`src/rtl/i2c_txn_trigger.sv`:
```
// Pattern-matching trigger for one I2C byte sniffer: matches address, register and a
// masked data byte of a write, waits a programmable delay, then emits a fixed-width strobe.
module i2c_txn_trigger #(
  parameter logic [7:0]  ADDR_BYTE   = 8'h90,
  parameter logic [7:0]  REG_BYTE    = 8'h00,
  parameter logic [7:0]  DATA_VAL    = 8'h00,
  parameter logic [7:0]  DATA_MASK   = 8'hFF,
  parameter bit          REQUIRE_ACK = 1'b1,
  parameter logic [31:0] DELAY       = 32'd0,
  parameter logic [15:0] PULSE_WIDTH = 16'd4
) (
  input  logic       clk,
  input  logic       reset,
  input  logic       enable,
  input  logic [8:0] byte_in,
  input  logic       byte_ready,
  input  logic       sop,
  input  logic       eot,
  output logic       match,
  output logic       trigger,
  output logic       busy,
  output logic [2:0] state,
  output logic [7:0] fire_count
);

  typedef enum logic [2:0] {
    S_IDLE     = 3'd0,
    S_GET_ADDR = 3'd1,
    S_GET_REG  = 3'd2,
    S_GET_DATA = 3'd3,
    S_SKIP     = 3'd4,
    S_DELAY    = 3'd5,
    S_FIRE     = 3'd6
  } state_t;

  // A zero width would never reach its terminal count, so it is treated as one cycle.
  localparam logic [15:0] PW_EFF   = (PULSE_WIDTH == 16'd0) ? 16'd1 : PULSE_WIDTH;
  localparam logic [31:0] PW_LAST  = {16'd0, PW_EFF} - 32'd1;
  localparam logic [7:0]  DATA_CMP = DATA_VAL & DATA_MASK;

  state_t      state_q, state_d;
  state_t      bus_state;
  logic [31:0] cnt_q, cnt_d;
  logic        match_q, match_d;
  logic [7:0]  fire_count_q, fire_count_d;

  logic [7:0]  byte_data;
  logic        byte_nack;
  logic [7:0]  expected;
  logic [7:0]  observed;
  logic        byte_pass;
  logic        delay_done;
  logic        fire_done;
  logic        listening;

  assign byte_data  = byte_in[8:1];
  assign byte_nack  = byte_in[0];
  assign delay_done = (cnt_q == DELAY);
  assign fire_done  = (cnt_q == PW_LAST);
  assign listening  = (state_q != S_DELAY) && (state_q != S_FIRE);

  // A START is applied before any byte in the same cycle, so that byte is the address.
  always_comb begin
    // NOTE: every signal gets a default first so no path leaves it unassigned (no latch).
    bus_state = state_q;
    if (sop && listening) begin
      bus_state = enable ? S_GET_ADDR : S_IDLE;
    end
  end

  always_comb begin
    expected = ADDR_BYTE;
    observed = byte_data;
    case (bus_state)
      S_GET_REG:  expected = REG_BYTE;
      S_GET_DATA: begin
        expected = DATA_CMP;
        observed = byte_data & DATA_MASK;
      end
      default:    expected = ADDR_BYTE;
    endcase
    byte_pass = (observed == expected) && (!REQUIRE_ACK || !byte_nack);
  end

  // Next-state logic.
  always_comb begin
    state_d = bus_state;
    case (bus_state)
      S_GET_ADDR, S_GET_REG, S_GET_DATA: begin
        if (byte_ready) begin
          if (!byte_pass) begin
            state_d = S_SKIP;
          end else begin
            case (bus_state)
              S_GET_ADDR: state_d = S_GET_REG;
              S_GET_REG:  state_d = S_GET_DATA;
              default:    state_d = S_DELAY;
            endcase
          end
        end
        // A STOP aborts everything except a match completed in the same cycle.
        if (eot && (state_d != S_DELAY)) begin
          state_d = S_IDLE;
        end
      end
      S_SKIP:  if (eot) state_d = S_IDLE;
      S_DELAY: if (delay_done) state_d = S_FIRE;
      S_FIRE:  if (fire_done) state_d = S_IDLE;
      S_IDLE:  state_d = S_IDLE;
      default: state_d = S_IDLE;
    endcase
  end

  // Delay/width counter, match pulse and fire counter.
  always_comb begin
    cnt_d        = '0;
    fire_count_d = fire_count_q;
    match_d      = (state_q != S_DELAY) && (state_d == S_DELAY);
    if ((state_q == S_DELAY) && !delay_done) begin
      cnt_d = cnt_q + 32'd1;
    end
    if (state_q == S_FIRE) begin
      if (fire_done) begin
        fire_count_d = fire_count_q + 8'd1;
      end else begin
        cnt_d = cnt_q + 32'd1;
      end
    end
  end

  always_ff @(posedge clk) begin
    // NOTE: non-blocking assignments so every flop samples the pre-edge values.
    if (reset) begin
      state_q      <= S_IDLE;
      cnt_q        <= '0;
      match_q      <= 1'b0;
      fire_count_q <= '0;
    end else begin
      state_q      <= state_d;
      cnt_q        <= cnt_d;
      match_q      <= match_d;
      fire_count_q <= fire_count_d;
    end
  end

  // Outputs.
  always_comb begin
    match      = match_q;
    trigger    = (state_q == S_FIRE);
    busy       = (state_q == S_DELAY) || (state_q == S_FIRE);
    state      = state_q;
    fire_count = fire_count_q;
  end

endmodule

```
`config.mk`:
```
export PLATFORM = sky130hd
export DESIGN_NAME = i2c_txn_trigger
export DESIGN_NICKNAME = d
export VERILOG_FILES = /design/src/rtl/i2c_txn_trigger.sv
export SDC_FILE = /design/constraint.sdc
export NUM_CORES = 1
export LEC_CHECK = 0
export ABC_AREA = 1
export BUFFER_PORTS_ARGS = -buffer_cell sky130_fd_sc_hd__buf_2
export CAP_MARGIN = 10
export CORE_MARGIN = 2
export CORE_UTILIZATION = 52
export DETAILED_ROUTE_END_ITERATION = 8
export MAX_ROUTING_LAYER = met4
export PLACE_DENSITY = 0.75
export SLEW_MARGIN = 20
export SYNTH_ARGS = -nofsm -noshare
export SYNTH_HDL_FRONTEND = slang
export SYNTH_SLANG_ARGS = --single-unit
```
`constraint.sdc`:
```
create_clock -name clk -period 1.7 [get_ports clk]
set_input_delay 0.34 -clock clk [delete_from_list [all_inputs] [get_ports clk]]
set_output_delay 0.34 -clock clk [all_outputs]
set_load 0.03 [all_outputs]
```
Yosys cells after proc, flatten, opt, wreduce, memory -nomap -nowiden
Index checks and enable logic that the tools add are counted.
- add/sub/neg operators: 2
- equality and inequality tests: 14
- mux-type cells: 15
- reductions and logical operators: 13
- operator list (operator ; count):
    2-to-1 mux 32 bit ; 3
    adder 32 x 1 -> 32 bit (second input constant) ; 1
    equality test 32 x 2 -> 1 bit (second input constant) ; 1
    logical NOT 32 bit ; 1
    2-to-1 mux 3 bit ; 8
    equality test 3 bit (second input constant) ; 6
    case mux 3 bit (4 select lines) ; 1
    != test 3 bit (second input constant) ; 3
    adder 8 x 1 -> 8 bit (second input constant) ; 1
    equality test 8 bit ; 1
    2-to-1 mux 8 bit ; 1
    equality test 3 x 2 -> 1 bit (second input constant) ; 2
    logical AND 1 bit ; 6
    case mux 3 bit (2 select lines) ; 1
    equality test 3 x 1 -> 1 bit (second input constant) ; 1
    OR reduction 3 bit ; 1
    logical NOT 1 bit ; 2
    AND reduction 2 bit ; 1
    OR reduction 2 bit ; 1
    logical OR 1 bit ; 1
    2-to-1 mux 1 bit ; 1
- bits in registers: 44
- bits of input ports: 15
- output and inout bits: 14
- word-level logic and storage cells: 48

Logic depth before layout (Yosys ltp)
- word-level depth: 18
- gate-level depth with buffers: 14
- gate-level depth less buffers: 14

Least setup slack after synthesis
Ideal clock, no wire load.
- path type: reg2reg
- start: register state_q[2], in the netlist state[2]
- end: register fire_count_q[6], in the netlist fire_count[6]
- setup time: 113 ps
- data arrival time: 1788 ps
- required time: 1587 ps
- path slack: -201 ps
- cell stages (with the launch flop): 10
- path buffers: 0
- period minus slack after synthesis: 1901 ps
- path through: dfxtp_1 -> nand3_1 -> inv_1 -> nand2_2 -> inv_1 -> nand4_1 -> nor2_1 -> nand2_1 -> nand2_1 -> nor2_1
- cells in the longest elaborated chain, start to end: 2
- ends and longest elaborated chain (element ; RTL line ; source):
    from (decl) ; 41 ; state_t state_q, state_d;
    from (signal assigned) ; 139 ; state_q <= state_d;
    equality test 3 bit ; n/a ;
    via trigger ; 20 ; output logic trigger,
    AND reduction 2 bit (no source line) ; n/a ;
    to (signal assigned) ; 142 ; fire_count_q <= fire_count_d;
    to (decl) ; 45 ; logic [7:0] fire_count_q, fire_count_d;
The timed path passes the listed nets, and every way through them passes these cells.
A chain may end at the register's enable or synchronous reset.

Final worst setup path
- start: register cnt_q[5]
- end: register cnt_q[27]
- cells in the longest elaborated chain, start to end: 6
- elaborated cells between the ends (all ways): 8
- those cells by class: add/sub: 1; eq/ne: 1; mux: 3; reduce/logical: 3
- ends and longest elaborated chain (element ; RTL line ; source):
    from (decl) ; 43 ; logic [31:0] cnt_q, cnt_d;
    from (signal assigned) ; 140 ; cnt_q <= cnt_d;
    parallel branches: the longest is 5 deep, another holds adder 32 x 1 -> 32 bit ; n/a ;
    2-to-1 mux 32 bit (*) ; 122 ; if (state_q == S_FIRE) begin
Mark *: on every way between the ends.

==> impl_metrics.ini <==
[clock_network]
clk_pin_slew_ns = 0.09
clock_sinks = 44
h-tree-depth = 2
clock_path_buffers = 2
clockRootBuffer = clkbuf_8
cts_tree = yes
numCtsBuffers = 5
ctsHoldBuffers = 0
clkLatencyLatePin_ns = 0.31

[placement]
gp_congestion = 0.910
numPortBuffers = 28
dp_cells = 484
place_hpwl_mm = 4.58

[worst_setup_path]
worstReg2RegEnd = cnt_q[27]
critPathKind = flop to flop
r2r_slack_ns = -0.13
r2r_cells = 11
crit_arrival_ns = 2.07
reg2reg_from = cnt_q[5]
crit_path_end_kind = flop
path_max_fanout = 4
crit_path_start_kind = flop
crit_required_ns = 1.95

[global_routing]
antenna_found_initial = 0
gr-usage-met2_pct = 42.2
grt.busiest_layer = met2
grt_pass1_wl_mm = 10.7
grt_util_met1_pct = 31.1
grt-ovfl-total = 0
grt_pass1_vias = 2511
grt_max_degree = 20
track_usage_pct = 26.2
grt_util_met3_pct = 5.76

[min_path]
whs_path_depth = 2
worstHoldStart = reset
hp-class = input pin to flop
holdPathEnd = state[0]

[synth]
syn_nets = 383
async_flop_share_pct = 0
synth_area_leaders = dfxtp_1, nand2_1, nor2_1, inv_1, xor2_1
synth_edf_count = 0
ys_seq_area_share_pct = 35.3
synthCells = 365
yosys_warnings = 0
synth_area_sq_um = 2500
synthFlopType = dfxtp_1
yosys-top-cells-count = nand2_1, nor2_1, inv_1
synth.most_common_cell = nand2_1
syn_area_per_cell_sq_um = 6.85
yosysUniqueCellTypes = 30
yosysTopAreaCell = dfxtp_1
yosysTopAreaCellShare_pct = 35.3
postSynthRegisterBits = 44

[die]
num_rows = 25
start_util_pct = 53.3
io_pins = 29
core_area_sq_um = 4690
die_w_um = 73.3
fp.dieArea_sq_um = 5380
die_h_um = 73.3

[pwr]
p_leak_nw = 1.44
power.total_mw = 1.89
ir_drop_mv = 0.590
p_per_area_nw_per_um2 = 548

[timing]
hold_ws_ns = 0.321
report.final.slew_viol_count = 0
fin_setup_tns_ns = -3.36
post-route-period-util_pct = 108
finalClockSkew_ns = 0.0122
setup_violations = 38
fmax_mhz = 547
min_period_ns = 1.83
worst_pin_slew_ns = 0.466
rsz0062_at_grt = true
setup_slack_ns = -0.128
timing_hold_violations_final = 0
relSlewSlack_pct = 68.7

[drt]
drtAntennaViolNets = 0
route.detailed.drc = 0
wl_per_cell_um = 14.4
drt_iter0_drc = 281
drt-pass1-iter-count = 5
via_count = 2804
routed_wl_mm = 7.33
avgViaCountPerCell = 5.52

[finish]
fin_util_pct = 73.6
instances_no_fill = 508
nFillCells = 348
syn2layout_area_growth_pct = 38.2
post_route_cells_drive_above_1_share_pct = 35.0
nets = 471
insertedDiodeCount = 0

[status]
status = finished with violations
violations = negative setup slack

[job]
cap_violations = 0
## kinds of logic after synthesis
| kind of cell | count (synthesis) | synth area share (%) |
|---|---|---|
| AOI/OAI and AO/OA | 25 | 5.36 |
| xor gates and xnor gates | 17 | 5.96 |
| and+or+nand+nor | 214 | 42.2 |
| adders and majority gates | 3 | 1.50 |
| buffers and inverters | 62 | 9.71 |
| DFF | 44 | 35.3 |
## final cells by class
type | count | area, sq um | share of cell area [%]
timing repair buffer | 85 | 629 | 18.2
tap | 54 | 67.6 | 1.96
multi-input combinational | 259 | 1540 | 44.5
sequential | 44 | 892 | 25.8
inverter | 58 | 220 | 6.38
clock inverter | 2 | 35.0 | 1.01
clock buffer | 6 | 72.6 | 2.10
## timing repair
action,CTS,global route
resized for setup,12,42
pin swaps,4,10
cloned,0,2
endpoints found under the setup margin,12,41
setup buffers,7,7
## flip-flops by register name, indices dropped and copies added (netlist names)
signal / cells
fire_count: 8
cnt_q: 32
state: 3
match: 1
## cells in the final DEF (no fill, tap or decap), types with 15 or more instances in the layout
master,netlist,final
nor2_1,59,49
buf_4,2,52
nor3_1,21,17
xor2_1,15,15
inv_1,54,47
nand2_1,63,59
dfxtp_1,44,37
nand3_1,20,18
buf_2,2,27
nand4_1,18,18
## power by group
| part | switching [mW] | total (mW) | internal, mW |
|---|---|---|---|
| clock network | 0.358 | 0.795 | 0.436 |
| logic | 0.0386 | 0.0653 | 0.0267 |
| registers | 0.00337 | 1.03 | 1.03 |
## metrics by stage
stage,worst slack [ns],cell area (sq um)
detailed placement,-0.130,3010
CTS,-0.0445,3210
floorplan,0.000909,2500
global route,-0.283,3450
finish,-0.128,3450
global placement,-0.0805,3010
## metal layers
metal / vias to the layer above / share of wire [%] / wire (um)
met3: 29 / 5.4 / 396
met2: 102 / 50 / 3630
met1: 1314 / 41 / 3030
met5: - / 0 / 0
met4: 0 / 3.8 / 277
li1: 1359 / - / -
## worst max-delay path by stage
| stage | from | to | slack, ns | depth (start not counted) |
|---|---|---|---|---|
| 6_report | cnt_q[5] | cnt_q[27] | -0.13 | 11 |
| 5_1_grt | cnt_q[0] | cnt_q[30] | -0.28 | 10 |
| 4_1_cts | cnt_q[0] | cnt_q[26] | -0.04 | 8 |
| 3_5_place_dp | cnt_q[0] | cnt_q[23] | -0.13 | 11 |
| 3_3_place_gp | cnt_q[0] | cnt_q[27] | -0.08 | 11 |
| 2_1_floorplan | cnt_q[0] | cnt_q[26] | 0.0009 | 8 |
## critical path: stages, from the launching register on
cell     delay [ns]
dfxtp_1        0.41
nand2_1        0.13
nor3_1         0.18
buf_4          0.17
nand2_2        0.08
nor2_4         0.13
nand3_4        0.11
nor2_4         0.16
nand3_2        0.11
nor2_4         0.13
nand2_2        0.06
a21oi_2        0.12
(Power assumes the default switching activity.)
